### src/rtl/selector_cmd_ctrl.sv
`default_nettype none
// ============================================================================
// selector_cmd_ctrl : one-at-a-time command sequencer for the 4-cell selector.
// Optional SEL_INIT_EN: fills every cell with INIT_VALUE after reset.
// Revision: 1.0
// ============================================================================
module selector_cmd_ctrl #(
  parameter int                DATA_W     = 8,
  parameter int                ADR_W      = 2,
  parameter logic [DATA_W-1:0] INIT_VALUE = '0
) (
  input  logic              clk_i,
  input  logic              rst_i,
  input  logic              req_valid_i,
  output logic              req_ready_o,
  input  logic [1:0]        req_op_i,
  input  logic [ADR_W-1:0]  req_adr_i,
  input  logic [DATA_W-1:0] req_data_i,
  output logic              rsp_valid_o,
  input  logic              rsp_ready_i,
  output logic [DATA_W-1:0] rsp_data_o,
  output logic [1:0]        sel_cmd_o,
  output logic [ADR_W-1:0]  sel_adr_o,
  output logic [DATA_W-1:0] sel_data_o,
  input  logic [DATA_W-1:0] sel_data_i
);

  localparam logic [1:0] OP_NOP     = 2'b00;
  localparam logic [1:0] OP_READ    = 2'b01;
  localparam logic [1:0] OP_WRITE   = 2'b10;
  localparam logic [1:0] OP_DIRECT  = 2'b11;

  localparam logic [1:0] CMD_IDLE   = 2'b00;
  localparam logic [1:0] CMD_READ   = 2'b01;
  localparam logic [1:0] CMD_WRITE  = 2'b10;
  localparam logic [1:0] CMD_DIRECT = 2'b11;

  localparam logic [2:0] ST_IDLE     = 3'd0;
  localparam logic [2:0] ST_ISSUE    = 3'd1;
  localparam logic [2:0] ST_CAPT     = 3'd2;
  localparam logic [2:0] ST_RESP     = 3'd3;
`ifdef SEL_INIT_EN
  localparam logic [2:0] ST_INIT     = 3'd4;
  localparam logic [2:0] ST_INIT_END = 3'd5;
  localparam logic [2:0] ST_RESET    = ST_INIT;
`else
  localparam logic [2:0] ST_RESET    = ST_IDLE;
`endif

  function automatic logic [1:0] op_to_cmd(input logic [1:0] op);
    logic [1:0] cmd;
    case (op)
      OP_READ:   cmd = CMD_READ;
      OP_WRITE:  cmd = CMD_WRITE;
      OP_DIRECT: cmd = CMD_DIRECT;
      OP_NOP:    cmd = CMD_IDLE;
      default:   cmd = CMD_IDLE;
    endcase
    return cmd;
  endfunction

  logic [2:0]        state_q,     state_d;
  logic              req_ready_q, req_ready_d;
  logic              rsp_valid_q, rsp_valid_d;
  logic [DATA_W-1:0] rsp_data_q,  rsp_data_d;
  logic [1:0]        sel_cmd_q,   sel_cmd_d;
  logic [ADR_W-1:0]  sel_adr_q,   sel_adr_d;
  logic [DATA_W-1:0] sel_data_q,  sel_data_d;

`ifdef SEL_INIT_EN
  logic [ADR_W-1:0]  init_cnt_q,  init_cnt_d;
`else
  logic              unused_init;
  assign unused_init = ^INIT_VALUE;
`endif

  always_comb begin
    state_d     = state_q;
    req_ready_d = 1'b0;
    rsp_valid_d = rsp_valid_q;
    rsp_data_d  = rsp_data_q;
    sel_cmd_d   = CMD_IDLE;
    sel_adr_d   = sel_adr_q;
    sel_data_d  = sel_data_q;
`ifdef SEL_INIT_EN
    init_cnt_d  = init_cnt_q;
`endif
    case (state_q)
      ST_IDLE: begin
        // req_ready_q gates the handshake, so the first post-reset cycle never accepts
        req_ready_d = 1'b1;
        if (req_valid_i && req_ready_q) begin
          sel_cmd_d   = op_to_cmd(req_op_i);
          sel_adr_d   = req_adr_i;
          sel_data_d  = req_data_i;
          req_ready_d = 1'b0;
          state_d     = ST_ISSUE;
        end
      end
      ST_ISSUE: begin
        state_d = ST_CAPT;
      end
      ST_CAPT: begin
        rsp_data_d  = sel_data_i;
        rsp_valid_d = 1'b1;
        state_d     = ST_RESP;
      end
      ST_RESP: begin
        if (rsp_ready_i) begin
          rsp_valid_d = 1'b0;
          req_ready_d = 1'b1;
          state_d     = ST_IDLE;
        end
      end
`ifdef SEL_INIT_EN
      ST_INIT: begin
        sel_cmd_d  = CMD_WRITE;
        sel_adr_d  = init_cnt_q;
        sel_data_d = INIT_VALUE;
        init_cnt_d = init_cnt_q + ADR_W'(1);
        if (init_cnt_q == {ADR_W{1'b1}}) begin
          state_d = ST_INIT_END;
        end
      end
      ST_INIT_END: begin
        // selector sees one idle command after the last fill write
        req_ready_d = 1'b1;
        state_d     = ST_IDLE;
      end
`endif
      default: begin
        state_d = ST_IDLE;
      end
    endcase
  end

  always_ff @(posedge clk_i or posedge rst_i) begin
    if (rst_i) begin
      state_q     <= ST_RESET;
      req_ready_q <= 1'b0;
      rsp_valid_q <= 1'b0;
      rsp_data_q  <= '0;
      sel_cmd_q   <= CMD_IDLE;
      sel_adr_q   <= '0;
      sel_data_q  <= '0;
    end else begin
      state_q     <= state_d;
      req_ready_q <= req_ready_d;
      rsp_valid_q <= rsp_valid_d;
      rsp_data_q  <= rsp_data_d;
      sel_cmd_q   <= sel_cmd_d;
      sel_adr_q   <= sel_adr_d;
      sel_data_q  <= sel_data_d;
    end
  end

`ifdef SEL_INIT_EN
  always_ff @(posedge clk_i or posedge rst_i) begin
    if (rst_i) begin
      init_cnt_q <= '0;
    end else begin
      init_cnt_q <= init_cnt_d;
    end
  end
`endif

  assign req_ready_o = req_ready_q;
  assign rsp_valid_o = rsp_valid_q;
  assign rsp_data_o  = rsp_data_q;
  assign sel_cmd_o   = sel_cmd_q;
  assign sel_adr_o   = sel_adr_q;
  assign sel_data_o  = sel_data_q;

endmodule
`default_nettype wire

### config.mk
export PLATFORM = sky130hd
export DESIGN_NAME = selector_cmd_ctrl
export DESIGN_NICKNAME = d
export VERILOG_FILES = /design/src/rtl/selector_cmd_ctrl.sv
export SDC_FILE = /design/constraint.sdc
export NUM_CORES = 1
export LEC_CHECK = 0
export BUFFER_PORTS_ARGS = -buffer_cell sky130_fd_sc_hd__buf_4
export CAP_MARGIN = 10
export CELL_PAD_IN_SITES_DETAIL_PLACEMENT = 1
export CELL_PAD_IN_SITES_GLOBAL_PLACEMENT = 1
export CORE_MARGIN = 4
export CORE_UTILIZATION = 37
export CTS_BUF_LIST = sky130_fd_sc_hd__clkbuf_8
export CTS_CLUSTER_DIAMETER = 30
export DETAILED_ROUTE_END_ITERATION = 8
export GPL_ROUTABILITY_DRIVEN = 0
export PLACE_DENSITY = 0.84
export SYNTH_ARGS = -nofsm -noshare
export SYNTH_HDL_FRONTEND = slang
export SYNTH_SLANG_ARGS = --single-unit
### constraint.sdc
create_clock -name clk_i -period 1.6 [get_ports clk_i]
set_input_delay 0.16 -clock clk_i [delete_from_list [all_inputs] [get_ports clk_i]]
set_output_delay 0.16 -clock clk_i [all_outputs]
set_load 0.05 [all_outputs]
== Word-level counts from Yosys, hierarchy flattened ==
Cells that the tools add are included.
Storage, ports and cells
  register bits: 25
  word-level logic and storage cells: 33
  output and inout port bits: 22
  input port bits: 24
Operators by class
  reductions and logical operators: 7
  mux-type cells: 11
  eq/ne operators: 8
Operators with widths (number)
  $pmux 3 s4: 1
  $pmux 2 s4: 1
  $eq 3x2->1 const B: 2
  $mux 3: 2
  $reduce_and 2->1: 3
  $eq 2x2->1 const B: 2
  $mux 2: 2
  $ne 2x2->1 const B: 2
  $pmux 1 s2: 2
  $eq 3x1->1 const B: 1
  $logic_not 3->1: 1
  $mux 1: 3
  $eq 2x1->1 const B: 1
  $logic_not 2->1: 1
  $reduce_bool 2->1: 1
  $logic_and 1x1->1: 1

== Longest topological paths before layout ==
  word-level depth: 4
  gate-level depth with buffers: 5
  mapped depth without buffers: 4

== Worst setup path after synthesis ==
Ideal clock, no wire load.
  path type: register -> register
  start: reg req_ready_q, in the netlist req_ready_o
  end: reg state_q[1]
  stages on the path, launching flop included: 4
  clock period less this slack: 1417 ps
  data required time: 1475 ps
  setup time: 125 ps
  path slack: 183 ps
  data arrival time: 1293 ps
  buffers on the path: 0
  cell sequence: dfrtp_1 > nand2_1 > a21oi_1 > mux2_2
Between the ends
  word-level cells in the longest chain between the ends: 3
Ends and longest elaborated chain
  start: declaration: line 63  | logic req_ready_q, req_ready_d;
  start signal: assignment: line 148  | req_ready_q <= req_ready_d;
  $logic_and 1x1->1: line 92  | if (req_valid_i && req_ready_q) begin
  $ne 2x2->1 (no line)
  $reduce_and 2->1 (no line)
  end signal: assignment: line 147  | state_q <= state_d;
  end: declaration: line 62  | logic [2:0] state_q, state_d;
Every way passes these cells.
A chain may end at the register's enable or synchronous reset.

== Worst setup path in the final report ==
  start: reg state_q[1]
  end: reg state_q[1]
Between the ends
  word-level cells in the longest chain between the ends: 3
Ends and longest elaborated chain
  $eq 3x2->1 / $logic_not 3->1 (equally long branches): line 88  | case (state_q)
  $ne 2x2->1 (no line)
  $reduce_and 2->1 (no line)
Parallel ways exist; a longest one is shown, timed or not.

==> metrics.yaml <==
finish:
  drive_above_1_share_pct: 62.6
  area_growth_pct: 45.8
  layout_commonest_cell: "buf_4"
  nets: 143
  num_antenna_cells: 0
  final_cell_mix: "46 x buf_4, 24 x dfrtp_1, 11 x mux2_2"
global_routing:
  antenna_found_initial: 0
  grt_pass1_wl_um: 3350
  track_usage_pct: 13.0
  first_global_vias: 760
  overflow: 0
  grt_max_degree: 25
detailed_routing:
  vias: 688
  drt-initial-drc-count: 10
  antenna_violating_nets_post_route: 0
  via_per_inst: 4.74
  drt_pass1_iterations: 2
  wl_per_cell_um: 14.6
  drc: 0
  totalWireLength_um: 2110
floorplanning:
  num_io_pins: 46
  dieArea_um2: 3550
  rows: 18
  initial_core_util_pct: 39.4
  fp.dieH_um: 59.6
  core_area_um2: 2500
  die_w_um: 59.6
yosys:
  yosysTopAreaCell: "dfrtp_1"
  syn_area_um2: 986
  yosys-top-cells-area: "dfrtp_1 61%, mux2_2 13%, mux2_4 12%, ha_1 3.8%, inv_1 2.3%"
  yosys.area.top_type_share_pct: 60.9
  ys_ff_latch: 24
  synth-seq-area-share_pct: 60.9
  syn-num-nets: 92
  synthDistinctLibCells: 14
  synth_cells: 65
  syn_avg_cell_area_um2: 15.2
  yosysWarnings: 0
sta:
  tns_ps: 0
  slew-limit-headroom_pct: 70.9
  grt_setup_unrepaired: "false"
  skew_ps: 1.77
  period_needed_ps: 1480
  final_max_slew_viol_count: 0
  setup_violations: 0
  min_period_over_period_pct: 92.6
  max_freq_mhz: 675
  hold_violations: 0
  worst_pin_slew_ps: 436
clock_tree:
  post-cts-setup-buffer-count: 0
  clock-sinks: 24
  cts_tree: "built"
  clockBufferDepth: 2
  path_clk_slew_ps: 80
  numCtsBuffers: 3
  holdBufCountCts: 1
  clk_latency_ps: 260
  cts_resized: 0
  htree_levels: 1
  root_buffer: "clkbuf_8"
power_and_ir_drop:
  peakVddDrop_v: 0.00155
  p_leak_nw: 0.753
  total_power_mw: 3.45
  powerDensity_nw_per_um2: 2400
worst_setup_path:
  critPathLaunchType: "flop"
  worstPathArrival_ps: 1640
  critPathMaxFanout: 4
  crit_type: "flop to flop"
  required_ps: 1750
  crit_path_end_kind: "flop"
placed_design:
  port_buffers: 45
  hpwlAfterDp_um: 1670
min_path:
  hp-class: "primary input to flop"
outcome:
  status: "completed"
job:
  drv_cap: 0
==> metrics by stage <==
step | instances | setup WS (ps) | instance area (um^2) | hold WS (ps) | utilization, %
CTS | 145 | 109 | 1440 | 83.6 | 57.5
detailed placement | 140 | 122 | 1370 | 245 | 54.9
global placement | 140 | 227 | 1370 | 225 | 54.9
finish | 145 | 118 | 1440 | 87.0 | 57.5
global route | 145 | 52.5 | 1440 | 93.8 | 57.5
floorplan | 65 | 183 | 986 | 175 | -
==> worst paths after layout <==
kind,startpoint,end,slack [ps],cells after the start
max,state_q[1],state_q[1],120,4
min,rsp_ready_i,rsp_valid_o,90,2
max reg2reg,state_q[1],state_q[1],120,4
min reg2reg,sel_data_o[3],sel_data_o[3],510,1
max in group asynchronous,rst_i,rsp_valid_o,880,4
min in group asynchronous,rst_i,sel_cmd_o[1],500,4
==> logic make-up (layout without fill, tap and decap cells) <==
logic type / count (synthesis) / after routing / synth area share, %
AND/OR/NAND/NOR: 6 / 6 / 3.17
AO/OA/AOI/OAI: 5 / 5 / 3.43
flip-flops: 24 / 24 / 60.9
multiplexers: 19 / 19 / 24.7
adder cells (fa/ha/maj): 3 / 3 / 3.81
buffers and inverters: 8 / 58 / 3.93
==> per-layer routing <==
| layer | GRT usage (%) | part of all wire [%] | vias up |
|---|---|---|---|
| met3 | 4.36 | 11 | 4 |
| met5 | 0 | 0 | - |
| li1 | - | - | 320 |
| met1 | 13.0 | 37 | 330 |
| met4 | 7.59 | 2.0 | 0 |
| met2 | 23.1 | 51 | 34 |
==> cell type report <==
| class | count | area [um^2] |
|---|---|---|
| clock buffer | 4 | 55.1 |
| sequential | 24 | 601 |
| fill | 278 | 1060 |
| tap | 30 | 37.5 |
| multi-input combinational | 33 | 347 |
| inverter | 6 | 22.5 |
| timing repair buffer | 48 | 375 |
==> state kept, by name, indices dropped and copies added (netlist names) <==
register	count
rsp_data_o	8
sel_data_o	8
sel_adr_o	2
sel_cmd_o	2
state_q	2
req_ready_o	1
rsp_valid_o	1
==> report_power, final <==
| group | total [mW] | internal (mW) | switching, mW |
|---|---|---|---|
| clock | 0.404 | 0.219 | 0.185 |
| combinational | 1.99 | 0.760 | 1.23 |
| sequential | 1.05 | 0.886 | 0.163 |
| total | 3.45 | 1.87 | 1.58 |
==> worst max-delay path, stage by stage (launching register included) <==
cell and delay [ps]:
dfrtp_1 430, ha_1 240, nor2b_1 160, a21oi_1 190, mux2_2 360
==> cells in the mapped netlist, drive strengths merged <==
cell type  instances
nor2               3
dfrtp             24
o32a               1
ha                 3
a21oi              3
nor2b              1
a22oi              1
nand2              1
buf                2
nand3              1
inv                6
mux2              19
Note: power is estimated with default switching activity, not from simulation.
